`config.mk`:
```
export PLATFORM = sky130hd
export DESIGN_NAME = uart_tx_frame
export DESIGN_NICKNAME = d
export VERILOG_FILES = /design/src/rtl/uart_pkg.sv /design/src/rtl/tx_baud_counter.sv /design/src/rtl/uart_tx_frame.sv
export SDC_FILE = /design/constraint.sdc
export NUM_CORES = 1
export LEC_CHECK = 0
export CAP_MARGIN = 20
export CORE_ASPECT_RATIO = 0.9
export CORE_MARGIN = 1.5
export CORE_UTILIZATION = 50
export CTS_BUF_LIST = sky130_fd_sc_hd__clkbuf_4 sky130_fd_sc_hd__clkbuf_8 sky130_fd_sc_hd__clkbuf_16
export CTS_CLUSTER_DIAMETER = 100
export DETAILED_ROUTE_END_ITERATION = 10
export PLACE_DENSITY = 0.79
export SETUP_SLACK_MARGIN = 0.5
export SYNTH_ARGS = -nofsm -noshare
export SYNTH_HDL_FRONTEND = slang
export SYNTH_HIERARCHICAL = 1
export SYNTH_SLANG_ARGS = --single-unit
```
`constraint.sdc`:
```
create_clock -name clk -period 3.4 [get_ports clk]
set_clock_uncertainty 0.05 [all_clocks]
set_input_delay 1.02 -clock clk [delete_from_list [all_inputs] [get_ports clk]]
set_output_delay 1.02 -clock clk [all_outputs]
set_load 0.005 [all_outputs]
```
`src/rtl/uart_pkg.sv`:
```
// Shared UART definitions: FSM states, parity selectors and default sizing.
// The RX datapath imports the same package so both directions stay consistent.
package uart_pkg;

    typedef enum logic [2:0] {
        ST_IDLE   = 3'd0,
        ST_START  = 3'd1,
        ST_DATA   = 3'd2,
        ST_PARITY = 3'd3,
        ST_STOP   = 3'd4
    } uart_state_e;

    localparam logic PAR_EVEN = 1'b0;
    localparam logic PAR_ODD  = 1'b1;

    localparam int MIN_PRESCALE       = 4;
    localparam int DEFAULT_DATA_WIDTH = 8;

endpackage

```
`src/rtl/tx_baud_counter.sv`:
```
// Edge/bit counter pair for the transmitter: the edge counter times one
// serial bit (0..prescale-1), the bit counter tallies completed data bits.
module tx_baud_counter #(
    parameter int PRESCALE_W = 6,
    parameter int BIT_W      = 4
) (
    input  logic                  clk,
    input  logic                  rst,
    input  logic                  cnt_en,
    input  logic                  cnt_clr,
    input  logic                  bit_en,
    input  logic [PRESCALE_W-1:0] prescale,
    output logic                  edge_tc,
    output logic [BIT_W-1:0]      bit_cnt
);

    logic [PRESCALE_W-1:0] edge_q, edge_d;
    logic [BIT_W-1:0]      bit_q, bit_d;

    assign edge_tc = cnt_en && (edge_q == (prescale - PRESCALE_W'(1)));
    assign bit_cnt = bit_q;

    // Next-count logic: clear restarts a frame, terminal count wraps the edge counter
    always_comb begin
        edge_d = edge_q;
        bit_d  = bit_q;
        if (cnt_clr) begin
            edge_d = '0;
            bit_d  = '0;
        end else if (cnt_en) begin
            if (edge_tc) begin
                edge_d = '0;
                if (bit_en) begin
                    bit_d = bit_q + BIT_W'(1);
                end
            end else begin
                edge_d = edge_q + PRESCALE_W'(1);
            end
        end
    end

    // Counter registers with asynchronous active-low reset
    always_ff @(posedge clk or negedge rst) begin
        if (!rst) begin
            edge_q <= '0;
            bit_q  <= '0;
        end else begin
            edge_q <= edge_d;
            bit_q  <= bit_d;
        end
    end

endmodule

```
`src/rtl/uart_tx_frame.sv`:
```
// UART transmitter: latches one word per handshake and sends it LSB-first as
// start / data / optional parity / stop, each bit lasting prescale clk cycles.
module uart_tx_frame
    import uart_pkg::*;
#(
    parameter int DATA_WIDTH = DEFAULT_DATA_WIDTH,
    parameter int PRESCALE_W = 6
) (
    input  logic                  clk,
    input  logic                  rst,
    input  logic [DATA_WIDTH-1:0] p_data,
    input  logic                  data_valid,
    input  logic                  par_en,
    input  logic                  par_typ,
    input  logic [PRESCALE_W-1:0] prescale,
    output logic                  tx_out,
    output logic                  busy
);

    localparam int BIT_W = $clog2(DATA_WIDTH + 1);
    localparam logic [BIT_W-1:0]      LAST_BIT = BIT_W'(DATA_WIDTH - 1);
    localparam logic [PRESCALE_W-1:0] MIN_P    = PRESCALE_W'(MIN_PRESCALE);

    uart_state_e           state_q, state_d;
    logic                  tx_q, tx_d;
    logic                  busy_q, busy_d;
    logic [DATA_WIDTH-1:0] shift_q, shift_d;
    logic                  par_en_q, par_en_d;
    logic                  par_bit_q, par_bit_d;
    logic [PRESCALE_W-1:0] prescale_q, prescale_d;

    logic                  cnt_en;
    logic                  cnt_clr;
    logic                  bit_en;
    logic                  edge_tc;
    logic [BIT_W-1:0]      bit_cnt;

    assign tx_out = tx_q;
    assign busy   = busy_q;
    assign cnt_en = (state_q != ST_IDLE);
    assign bit_en = (state_q == ST_DATA);

    tx_baud_counter #(
        .PRESCALE_W (PRESCALE_W),
        .BIT_W      (BIT_W)
    ) u_baud (
        .clk      (clk),
        .rst      (rst),
        .cnt_en   (cnt_en),
        .cnt_clr  (cnt_clr),
        .bit_en   (bit_en),
        .prescale (prescale_q),
        .edge_tc  (edge_tc),
        .bit_cnt  (bit_cnt)
    );

    // Frame sequencing, config latch, shifter and registered line/busy values
    always_comb begin
        state_d    = state_q;
        shift_d    = shift_q;
        par_en_d   = par_en_q;
        par_bit_d  = par_bit_q;
        prescale_d = prescale_q;
        cnt_clr    = 1'b0;
        tx_d       = 1'b1;
        busy_d     = 1'b0;

        case (state_q)
            ST_IDLE: begin
                if (data_valid) begin
                    state_d    = ST_START;
                    shift_d    = p_data;
                    par_en_d   = par_en;
                    par_bit_d  = (par_typ == PAR_ODD) ? ~(^p_data) : (^p_data);
                    prescale_d = (prescale < MIN_P) ? MIN_P : prescale;
                    cnt_clr    = 1'b1;
                end
            end
            ST_START: begin
                if (edge_tc) begin
                    state_d = ST_DATA;
                end
            end
            ST_DATA: begin
                if (edge_tc) begin
                    shift_d = shift_q >> 1;
                    if (bit_cnt == LAST_BIT) begin
                        state_d = par_en_q ? ST_PARITY : ST_STOP;
                    end
                end
            end
            ST_PARITY: begin
                if (edge_tc) begin
                    state_d = ST_STOP;
                end
            end
            ST_STOP: begin
                if (edge_tc) begin
                    state_d = ST_IDLE;
                end
            end
            default: begin
                state_d = ST_IDLE;
            end
        endcase

        case (state_d)
            ST_START:  tx_d = 1'b0;
            ST_DATA:   tx_d = shift_d[0];
            ST_PARITY: tx_d = par_bit_q;
            default:   tx_d = 1'b1;
        endcase
        busy_d = (state_d != ST_IDLE);
    end

    // State and output registers; reset forces the line idle immediately
    always_ff @(posedge clk or negedge rst) begin
        if (!rst) begin
            state_q    <= ST_IDLE;
            tx_q       <= 1'b1;
            busy_q     <= 1'b0;
            shift_q    <= '0;
            par_en_q   <= 1'b0;
            par_bit_q  <= 1'b0;
            prescale_q <= '0;
        end else begin
            state_q    <= state_d;
            tx_q       <= tx_d;
            busy_q     <= busy_d;
            shift_q    <= shift_d;
            par_en_q   <= par_en_d;
            par_bit_q  <= par_bit_d;
            prescale_q <= prescale_d;
        end
    end

endmodule

```
==> impl_metrics.env <==
export IMPL_drtPass1Iterations=4
export IMPL_synth_fp_nets=212
export IMPL_max_freq_mhz=363
export IMPL_gr_total_overflow=0
export IMPL_end_kind="flip-flop"
export IMPL_dieHeight_um=60.2
export IMPL_holdWs_ps=453
export IMPL_comb_power_share_pct=43.7
export IMPL_cts_hold_buf=0
export IMPL_cts_tree="built"
export IMPL_drt_iter0_drc=72
export IMPL_final_hold_violation_count=0
export IMPL_cts_buffers=5
export IMPL_postSynthAreaPerCell_um2=9.57
export IMPL_ys_flop_type="dfrtp_1"
export IMPL_ioPinCount=21
export IMPL_seq_area_frac_synth_pct=42.7
export IMPL_rsz0062_at_grt="no"
export IMPL_final_cells=262
export IMPL_grt_use_total_pct=20.9
export IMPL_placedCellCount=250
export IMPL_synthTopCellsByArea="dfrtp_1, nand2_1, xnor2_1"
export IMPL_finalSetupViolCount=0
export IMPL_dieWidth_um=66.6
export IMPL_clk_latency_ps=290
export IMPL_grt_pass1_wl_um=6090
export IMPL_synth_seq_cells=31
export IMPL_drv_slew=0
export IMPL_critical_path_class="reg2reg"
export IMPL_startpoint_type="flip-flop"
export IMPL_power_density_nw_per_um2=810
export IMPL_worst_slew_pin_slew_ps=399
export IMPL_routabilityCongestion=0.857
export IMPL_outcome="finished clean"
export IMPL_leakagePower_nw=0.884
export IMPL_setup_tns_ps=0
export IMPL_power_frac_seq_pct=39.5
export IMPL_cap_violations=0
export IMPL_grt_max_degree=32
export IMPL_routedWlPerCell_um=14.0
export IMPL_vias=1496
export IMPL_start_util_pct=53.0
export IMPL_synth_area_leader_cell="dfrtp_1"
export IMPL_fin_nets=239
export IMPL_crit_required_ps=3570
export IMPL_syn_inst=190
export IMPL_synth_top_area_share_pct=41.3
export IMPL_grt_antenna_before_repair=0
export IMPL_async_reset_ff_share_pct=100
export IMPL_drc=0
export IMPL_avgViaCountPerCell=5.71
export IMPL_cts_root_buf="clkbuf_8"
export IMPL_hold_class="reg2reg"
export IMPL_cp_max_fo=7
export IMPL_ant_nets=0
export IMPL_arrival_ps=2930
export IMPL_diodes=0
export IMPL_area_growth_pct=21.4
export IMPL_timing_final_crit_period_ps=2750
export IMPL_drive_above_1_share_pct=17.9
export IMPL_htreeDepth=2
export IMPL_numPortBuffers=20
export IMPL_regArea_um2=781
export IMPL_ir_drop_uv=631
export IMPL_internal_power_w=0.00108
export IMPL_swShare_pct=39.7
export IMPL_synth_cell_types=45
export IMPL_numClockSinks=31
export IMPL_clk_pin_slew_worst_paths_ps=70
export IMPL_multi_input_area_um2=973
export IMPL_p_clk_share_pct=16.8
export IMPL_yosysWarningCount=6
export IMPL_hpwl_um=2530
export IMPL_fp_row_count=20
export IMPL_core_um2=3430
export IMPL_relSlewSlack_pct=73.1
export IMPL_final_period_utilization_pct=80.9
export IMPL_synth_edf_count=0
export IMPL_finalWirelength_um=3670
export IMPL_synth_cell_area_um2=1820
export IMPL_cts_max_path_buffers=2
export IMPL_rrSetupSlack_ps=650
export IMPL_die_area_um2=4010
export IMPL_p_sw_w=0.000710
export IMPL_nFillCells=259
export IMPL_grt_pass1_vias=1317
[cells in the final DEF (no fill, tap or decap), types with 4 or more instances in the layout]
cell              n
a21oi_1           9
a22oi_1           6
buf_4             9
clkbuf_8          5
clkdlybuf4s50_1  20
dfrtp_1          27
inv_1            11
mux2_2            5
nand2_1          23
nand3_1           8
nor2_1            8
o211ai_1          4
o21ai_0           9
o31ai_1           4
xnor2_1           9
xor2_1            6
[worst paths after layout]
kind | from | end | depth (start not counted)
max | prescale_q[0]$_DFFE_PN0P_ | tx_out$_DFF_PN1_ | 10
min | shift_q[7]$_DFFE_PN0P_ | shift_q[6]$_DFFE_PN0P_ | 2
max reg2reg | prescale_q[0]$_DFFE_PN0P_ | tx_out$_DFF_PN1_ | 10
min reg2reg | shift_q[7]$_DFFE_PN0P_ | shift_q[6]$_DFFE_PN0P_ | 2
max in group asynchronous | rst | tx_out$_DFF_PN1_ | 2
min in group asynchronous | rst | u_baud/bit_cnt[3]$_DFFE_PN0P_ | 2
[synth_stat cells (all sizes together) (5+ instances only)]
| cell | n |
|---|---|
| a21oi | 9 |
| a22oi | 6 |
| clkbuf | 5 |
| dfrtp | 30 |
| inv | 11 |
| mux2 | 7 |
| nand2 | 24 |
| nand3 | 8 |
| nor2 | 9 |
| o21ai | 9 |
| o31ai | 5 |
| xnor2 | 9 |
| xor2 | 6 |
[power groups by stage]
| stage | Clock [W] | Combinational (W) | Sequential [W] |
|---|---|---|---|
| after floorplan | 0 | 0.000614 | 0.000655 |
| after global placement | 0 | 0.000701 | 0.000704 |
| after detailed placement | 0 | 0.000730 | 0.000714 |
| after CTS | 0.000308 | 0.000754 | 0.000709 |
| after global routing | 0.000328 | 0.000876 | 0.000729 |
| final | 0.000301 | 0.000780 | 0.000706 |
[cell families (layout without fill, tap and decap cells)]
kind of cell	count (synthesis)	in the layout	share of synthesized area [%]
fa+ha+maj	3	3	2.06
simple gates	71	71	22.7
xor+xnor	15	15	7.23
buf+inv	20	48	5.09
mux	7	7	4.34
flops	31	31	42.7
compound gates	43	43	15.8
[routing by layer]
metal  wire length [um]  vias up  GRT usage, %
met5                  0        -             0
met4                109        0          12.2
met3                172       10          5.65
met2               1760       36          31.7
met1               1620      721          26.9
li1                   -      729             -
[registers in the layout, summed over array words and instances (netlist names)]
name	count
busy	1
par_bit_q	1
par_en_q	1
prescale_q	6
shift_q	8
state_q	3
tx_out	1
u_baud/bit_cnt	4
u_baud/edge_q	6
[critical path: stages, from the launching register on]
cell and delay, ps:
dfrtp_2 430, buf_4 150, nor4_4 270, a21oi_1 110
or4b_4 560, nor2_4 110, nand2_2 70, a211o_4 370
a221o_1 350, nor3b_2 150, o21bai_1 70
[metrics by stage]
stage               total power (W)  cell area (um^2)  utilization [%]  worst slack [ps]
floorplan                   0.00127              1830                -               431
finish                      0.00179              2210             64.4               649
detailed placement          0.00144              2080             60.5               311
global placement            0.00140              2080             60.5               373
global route                0.00193              2210             64.4               507
CTS                         0.00177              2180             63.6               561
[cell type report]
| type | count | area share [%] |
|---|---|---|
| repair buffers | 29 | 12.1 |
| well taps | 44 | 2.49 |
| multi-input cells | 139 | 44.1 |
| flip-flops and latches | 31 | 35.4 |
| clock inverters | 1 | 0.227 |
| inverters | 11 | 1.87 |
| clock buffers | 7 | 3.80 |
[what timing repair did]
| item | 4_1_cts | 5_1_grt |
|---|---|---|
| pin swaps | 2 | 1 |
| setup endpoints to repair | 2 | 1 |
| cloned | 0 | 0 |
| gates resized for setup | 1 | 3 |
| setup buffers | 2 | 2 |
Note: power is estimated with default switching activity, not from simulation.
